==> src/rtl/clk_div_gen.sv <==
// -----------------------------------------------------------------------------
// clk_div_gen
//
// Multi-channel clock-divider / clock-enable generator. Each of CHANNELS
// independent channels divides the system clock by a runtime-programmable
// ratio D (2 .. 2^CNT_W-1). Each channel produces a registered divided level
// and a one-cycle tick on every transition away from its idle level.
// A new ratio is written into a shadow register. It is applied only at a
// period boundary, or immediately if the channel is disabled, so the
// divided clock never produces a runt pulse.
//
// Parameters
//   CHANNELS   number of independent divider channels (1..16)
//   CNT_W      width of the divide ratio and the per-channel counter
//   CH_W       width of cfg_ch (2^CH_W >= CHANNELS)
//   RESET_DIV  ratio loaded into every channel at reset (values < 2 become 2)
//   INIT_LEVEL per-channel idle / first-half level of clk_o
//
// Ports
//   clk      in   system clock, all logic on the rising edge
//   rst      in   synchronous active-high reset
//   en       in   per-channel run enable; 0 freezes the channel
//   cfg_we   in   one-cycle write strobe for a new divide ratio
//   cfg_ch   in   target channel of the write (out-of-range writes ignored)
//   cfg_div  in   new divide ratio (0 and 1 are treated as 2)
//   clk_o    out  divided clock level per channel
//   tick_o   out  one-cycle pulse when clk_o moves to ~INIT_LEVEL
//   pend_o   out  channel holds a written ratio that is not yet applied
// -----------------------------------------------------------------------------
module clk_div_gen #(
    parameter int                  CHANNELS   = 2,
    parameter int                  CNT_W      = 8,
    parameter int                  CH_W       = 1,
    parameter int                  RESET_DIV  = 2,
    parameter logic [CHANNELS-1:0] INIT_LEVEL = {CHANNELS{1'b0}}
) (
    input  logic                clk,
    input  logic                rst,
    input  logic [CHANNELS-1:0] en,
    input  logic                cfg_we,
    input  logic [CH_W-1:0]     cfg_ch,
    input  logic [CNT_W-1:0]    cfg_div,
    output logic [CHANNELS-1:0] clk_o,
    output logic [CHANNELS-1:0] tick_o,
    output logic [CHANNELS-1:0] pend_o
);

    localparam logic [CNT_W-1:0] MIN_DIV = CNT_W'(2);
    localparam logic [CNT_W-1:0] ONE     = CNT_W'(1);
    localparam logic [CNT_W-1:0] RST_DIV = (RESET_DIV < 2) ? MIN_DIV : CNT_W'(RESET_DIV);

    // Ratios below 2 cannot form a two-phase period, so they run as 2.
    function automatic logic [CNT_W-1:0] clamp_div(input logic [CNT_W-1:0] d);
        return (d < MIN_DIV) ? MIN_DIV : d;
    endfunction

    for (genvar i = 0; i < CHANNELS; i++) begin : g_ch
        logic [CNT_W-1:0] div_q,  div_d;   // active ratio
        logic [CNT_W-1:0] sdiv_q, sdiv_d;  // shadow ratio awaiting a boundary
        logic [CNT_W-1:0] cnt_q,  cnt_d;   // position within the current period
        logic             pend_q, pend_d;
        logic             lvl_q,  lvl_d;
        logic             tick_q, tick_d;
        logic [CNT_W-1:0] eff_div;
        logic [CNT_W-1:0] half;
        logic             wr_hit;

        assign eff_div = clamp_div(div_q);
        assign half    = eff_div >> 1;
        // Widening both sides makes any cfg_ch at or above CHANNELS match no channel.
        assign wr_hit  = cfg_we && (32'(cfg_ch) == 32'(i));

        always_comb begin
            // NOTE: every next-state signal takes its hold value first, so each
            // path through the block assigns it and no latch is inferred.
            div_d  = div_q;
            sdiv_d = sdiv_q;
            pend_d = pend_q;
            cnt_d  = cnt_q;
            lvl_d  = lvl_q;
            tick_d = 1'b0;

            if (en[i]) begin
                if (cnt_q == eff_div - ONE) begin
                    // Period boundary: the only point where a running channel
                    // may switch ratio without truncating a phase.
                    cnt_d = '0;
                    lvl_d = INIT_LEVEL[i];
                    if (pend_q) begin
                        div_d  = sdiv_q;
                        pend_d = 1'b0;
                    end
                end else if (cnt_q == half - ONE) begin
                    cnt_d  = cnt_q + ONE;
                    lvl_d  = ~INIT_LEVEL[i];
                    tick_d = 1'b1;
                end else begin
                    cnt_d = cnt_q + ONE;
                end
            end else if (pend_q) begin
                // A stopped channel has no phase to protect. Apply the new ratio
                // at once and restart from a clean boundary.
                div_d  = sdiv_q;
                pend_d = 1'b0;
                cnt_d  = '0;
                lvl_d  = INIT_LEVEL[i];
            end

            // The write comes last so it wins over a same-cycle boundary load.
            // The load above has already consumed the old shadow value, so the
            // new ratio waits for the next boundary.
            if (wr_hit) begin
                sdiv_d = clamp_div(cfg_div);
                pend_d = 1'b1;
            end
        end

        always_ff @(posedge clk) begin
            // NOTE: state registers use non-blocking assignments so that every
            // register samples values from before the edge. This keeps the
            // outcome independent of the order of the processes.
            if (rst) begin
                div_q  <= RST_DIV;
                sdiv_q <= RST_DIV;
                cnt_q  <= '0;
                pend_q <= 1'b0;
                lvl_q  <= INIT_LEVEL[i];
                tick_q <= 1'b0;
            end else begin
                div_q  <= div_d;
                sdiv_q <= sdiv_d;
                cnt_q  <= cnt_d;
                pend_q <= pend_d;
                lvl_q  <= lvl_d;
                tick_q <= tick_d;
            end
        end

        assign clk_o[i]  = lvl_q;
        assign tick_o[i] = tick_q;
        assign pend_o[i] = pend_q;
    end

endmodule

==> config.mk <==
export PLATFORM = sky130hd
export DESIGN_NAME = clk_div_gen
export DESIGN_NICKNAME = d
export VERILOG_FILES = /design/src/rtl/clk_div_gen.sv
export SDC_FILE = /design/constraint.sdc
export NUM_CORES = 1
export LEC_CHECK = 0
export CORE_ASPECT_RATIO = 0.75
export CORE_UTILIZATION = 39
export CTS_CLUSTER_SIZE = 40
export DETAILED_ROUTE_END_ITERATION = 10
export GPL_TIMING_DRIVEN = 0
export HOLD_SLACK_MARGIN = 0.08
export PLACE_DENSITY = 0.59
export RECOVER_POWER = 25
export SYNTH_ARGS = -nofsm -noshare
export SYNTH_HDL_FRONTEND = slang
export SYNTH_SLANG_ARGS = --single-unit
==> constraint.sdc <==
create_clock -name clk -period 4.7 [get_ports clk]
set_input_delay 1.41 -clock clk [delete_from_list [all_inputs] [get_ports clk]]
set_output_delay 1.41 -clock clk [all_outputs]
set_load 0.01 [all_outputs]
* Word level (Yosys, flattened, before mapping) *
Cells that the tools add are included.

word-level totals
  flip-flop bits (word level) = 54
  bits of input ports = 14
  output and inout bits = 6
  logic and storage cells = 73

cells by class
  add/sub/neg operators = 6
  magnitude comparators = 3
  equality and inequality tests = 10
  muxes and demuxes = 31
  bitwise logic cells = 3
  reduce and logical (&&, ||, !) cells = 8

operator list
  kind                   number
  $mux W8                15
  $eq A8 B8 Y1           4
  $lt A8 B2 Y1 const B   3
  $add A8 B1 Y8 const B  2
  $mux W1                16
  $sub A7 B1 Y8 const B  2
  $sub A8 B1 Y8 const B  2
  $ne A3 B1 Y1 const B   4
  $reduce_or A3 Y1       2
  $ne A2 B1 Y1 const B   2
  $reduce_and A2 Y1      2
  $reduce_bool A2 Y1     2
  $not A1 Y1             3
  $logic_and A1 B1 Y1    2

* Logic depth before layout (Yosys ltp) *
  depth after elaboration = 7
  mapped depth = 12
  depth with buffers taken out = 10

* Worst setup path before layout *
OpenSTA, ideal clock, no wires.

  path kind = flip-flop to flip-flop
  from = register g_ch[0].div_q[5]
  to = register g_ch[0].div_q[0]
  setup time = 0.072 ns
  data arrival time = 3.199 ns
  required time = 4.628 ns
  slack = 1.429 ns
  stages on the path, launching flop included = 13
  buffers on the path = 2
  period minus slack after synthesis = 3.271 ns
  path through = dfxtp_1 buf_4 or4_4 buf_6 o21a_2 inv_1 ha_1 nor3b_1 and2_1 a211o_1 a31oi_1 o41ai_4 mux2i_1

between the ends
  word-level cells in the longest chain between the ends = 5

ends and longest elaborated chain
  what                             line  text
  from (decl)                      58    logic [CNT_W-1:0] div_q, div_d;
  from (signal assigned)           130   div_q <= div_d;
  $lt A8 B2 Y1                     54    return (d < MIN_DIV) ? MIN_DIV : d;
  $mux W8 *                        54
  $sub A8 B1 Y8 *                  84    if (cnt_q == eff_div - ONE) begin
  $eq A8 B8 Y1 *                   84
  $ne A2 B1 Y1 (no source line) *  n/a

Mark *: on every way between the ends. The rest lies on a longest branch, timed or not.
A chain may end at the register's enable or synchronous reset.

* Worst setup path in the final report *
  from = register g_ch[0].div_q[5]
  to = register g_ch[0].div_q[6]

The elaborated chain is that of the path after synthesis.

==> run summary <==
Tcrit/Tclk final - 79.05%
worst setup margin - 0.9846 ns
clock buffer depth - 2
Post-synth EDFFs - 0
register bit total from synthesis - 54
P_sw - 0.2713 mW
run status - completed
Area Overhead vs Synth - 13.96%
DR vias/cell - 5.458
Die Height - 83.15 um
Final Max Slew Viols - 0
Global Route Usage Sum - 19.06%
Reg2Reg Depth - 12
DP Wirelength - 6144 um
Hold WS - 0.4572 ns
reg-to-reg startpoint - g_ch[0].div_q[5]
core area - 8491 um2
PortBufs - 17
fmax - 269.1 MHz
grt ovf - 0
sequential element share of the synthesized area - 31.57%
Yosys Warn Count - 0
share of synthesized registers carrying an async set or reset - 0%
Reg-to-Reg End - g_ch[0].div_q[6]
Synth Area per Inst - 8.077 um2
Critical-path top delay cell - o41ai_4
Clock power frac - 40.5%
slew at the pin with the worst max-slew slack - 0.8307 ns
Die ar. - 9163 um2
largest net degree at the start of global routing - 19
ANT cells - 0
vias in the first global route - 2,876
max-cap viol count - 0
slowest stage delay, CP - 0.83 ns
Fin Setup TNS - 0 ns
count of cell types in the netlist - 63
Resize count post-CTS - 0
final hold violation count - 0
final wirelength - 7959 um
commonest non-fill, non-tap cell in the layout - nand2_1
RSZ-0062 raised after global routing - false
combinational power share - 14.1%
Critical Path AT - 3.94 ns
kind of critical path - flip-flop to flip-flop
Cells after Synth - 424
# setup viols final - 0
Cell Rows - 29
crit path capture - g_ch[0].div_q[6]
drt first pass iters - 4
Sequential Power Share - 45.4%
gpl congestion - 0.8467
Num CTS Buffers - 5
P per Cell Area - 273.7 nW/um2
CP Launch Point - g_ch[0].div_q[5]
Skew-Pair Late Insertion Delay - 0.29 ns
antenna-violating nets left - 0
Worst Skew - 0.004895 ns
Crit. End Element - flip-flop
Cell Chain, Critical Path - buf_4, or4_4, buf_6, o21a_2, inv_1, ha_1, nor3b_1, and2_1, a211o_1, a31oi_1, o41ai_4, mux2i_1
Required @ worst endpoint - 4.92 ns
H-tree level count - 2
top_reg_cell synth - dfxtp_1
DRC errors left - 0
Pleak - 1.351 nW
syn_nets - 444
VDD IR max - 0.2171 mV
CTS tree - done
r2r setup slk - 0.98 ns
Period minus WS final - 3.715 ns
Finished Layout Cells - 557
Setup Buffers After CTS - 0
filler instances - 863
Net Sw Frac - 25.40%
Top-Level Pins - 20
cts hold-fix bufs - 0
Post-Place Cells - 549
Iter 0 DRT Violations - 220
nets - 468
Post-Syn Area - 3425 um2
Crit Path Max Fanout - 10
Clock Sinks - 54
max_slew headroom - 44.36%
via count - 3,040
global-route wire length before repair - 13,920 um
WL per Instance - 14.29 um
Int Pwr - 0.7969 mW
Hold Crit Class - flip-flop to flip-flop
critical path startpoint category - flip-flop
Setup WS pre-CTS - 0.9536 ns
share of cells above drive strength 1 - 9.800%
initial antenna violation count - 0
most frequent cells in the layout - nand2_1 (71), dfxtp_1 (54), a21oi_1 (39), xnor2_1 (25), nor2_1 (23)
die width - 110.2 um
Clk pin slew, worst setup/hold paths - 0.07 ns
Initial Util - 40.33%
CTS Root Cell - clkbuf_16
-- per-stage QoR --
step / power [mW] / instance area, um2 / util (%)
2_1_floorplan: 0.5973 / 3425 / -
3_3_place_gp: 0.6435 / 3730 / 43.93
3_5_place_dp: 0.6464 / 3730 / 43.93
4_1_cts: 1.075 / 3902 / 45.96
5_1_grt: 1.115 / 3902 / 45.96
6_report: 1.068 / 3902 / 45.96
-- sequential cells by signal, indices dropped and copies added, names as in the netlist --
name	count
g_ch.cnt_q	16
g_ch.div_q	16
g_ch.sdiv_q	16
g_ch.lvl_q	2
g_ch.pend_q	2
g_ch.tick_q	2
-- critical path, delay by kind of cell, from the launching register on --
kind	cells	cell delay, ns
flip-flops	1	0.30
adder cells (fa/ha/maj)	1	0.17
AND/OR/NAND/NOR	3	1.05
AO/OA/AOI/OAI	4	1.48
buffers and inverters	3	0.38
multiplexers	1	0.27
-- power groups by stage --
stage,sequential (mW),combinational (mW),clock (mW)
finish,0.485,0.151,0.432
global route,0.487,0.167,0.461
CTS,0.485,0.151,0.438
detailed placement,0.496,0.151,0
global placement,0.495,0.148,0
floorplan,0.492,0.105,0
-- routing by layer --
| metal | global-route usage [%] | share of wire (%) | vias up |
|---|---|---|---|
| met5 | 0 | 0 | - |
| met4 | 3.230 | 0.48 | 0 |
| met3 | 3.061 | 3.7 | 4 |
| met2 | 28.24 | 42 | 62 |
| met1 | 29.14 | 54 | 1429 |
| li1 | - | - | 1545 |
-- cell usage after synthesis (6+ instances only) --
master / instances / area [um2]
dfxtp_1: 54 / 1081
nand2_1: 71 / 266.5
o211ai_1: 8 / 60.06
inv_1: 12 / 45.04
xnor2_1: 25 / 219.0
a31oi_1: 6 / 37.54
a21oi_1: 39 / 195.2
nor4_1: 10 / 62.56
mux2i_1: 19 / 190.2
clkbuf_1: 20 / 75.07
o21ai_0: 15 / 75.07
nor3_1: 13 / 65.06
nand3_1: 12 / 60.06
buf_4: 8 / 60.06
ha_1: 6 / 75.07
nor2_1: 23 / 86.33
-- worst min path at each step --
stage	from	to	slack, ns	cells after the start
detailed placement	g_ch[1].sdiv_q[0]	g_ch[1].sdiv_q[0]	0.45	2
global placement	g_ch[0].sdiv_q[3]	g_ch[0].sdiv_q[3]	0.45	2
floorplan	g_ch[0].sdiv_q[0]	g_ch[0].sdiv_q[0]	0.44	2
finish	g_ch[1].sdiv_q[0]	g_ch[1].sdiv_q[0]	0.46	2
global route	g_ch[1].sdiv_q[7]	g_ch[1].sdiv_q[7]	0.47	2
CTS	g_ch[1].sdiv_q[0]	g_ch[1].sdiv_q[0]	0.46	2
-- layout make-up --
| cell class | count | area (um2) | area share [%] |
|---|---|---|---|
| inverters | 13 | 48.80 | 1.250 |
| clock buffers | 5 | 125.1 | 3.206 |
| plain buffers | 37 | 216.5 | 5.547 |
| multi-input cells | 320 | 2078 | 53.25 |
| repair buffers | 17 | 170.2 | 4.360 |
| clock inverters | 3 | 47.55 | 1.218 |
| well taps | 108 | 135.1 | 3.463 |
| flip-flops and latches | 54 | 1081 | 27.70 |
-- cell families after synthesis --
group | synth area share, %
xor gates and xnor gates | 8.148
adders and majority gates | 2.192
muxes | 5.553
AOI/OAI and AO/OA | 20.53
DFF | 31.57
buffers and inverters | 7.745
and+or+nand+nor | 24.26
(Power assumes the default switching activity.)
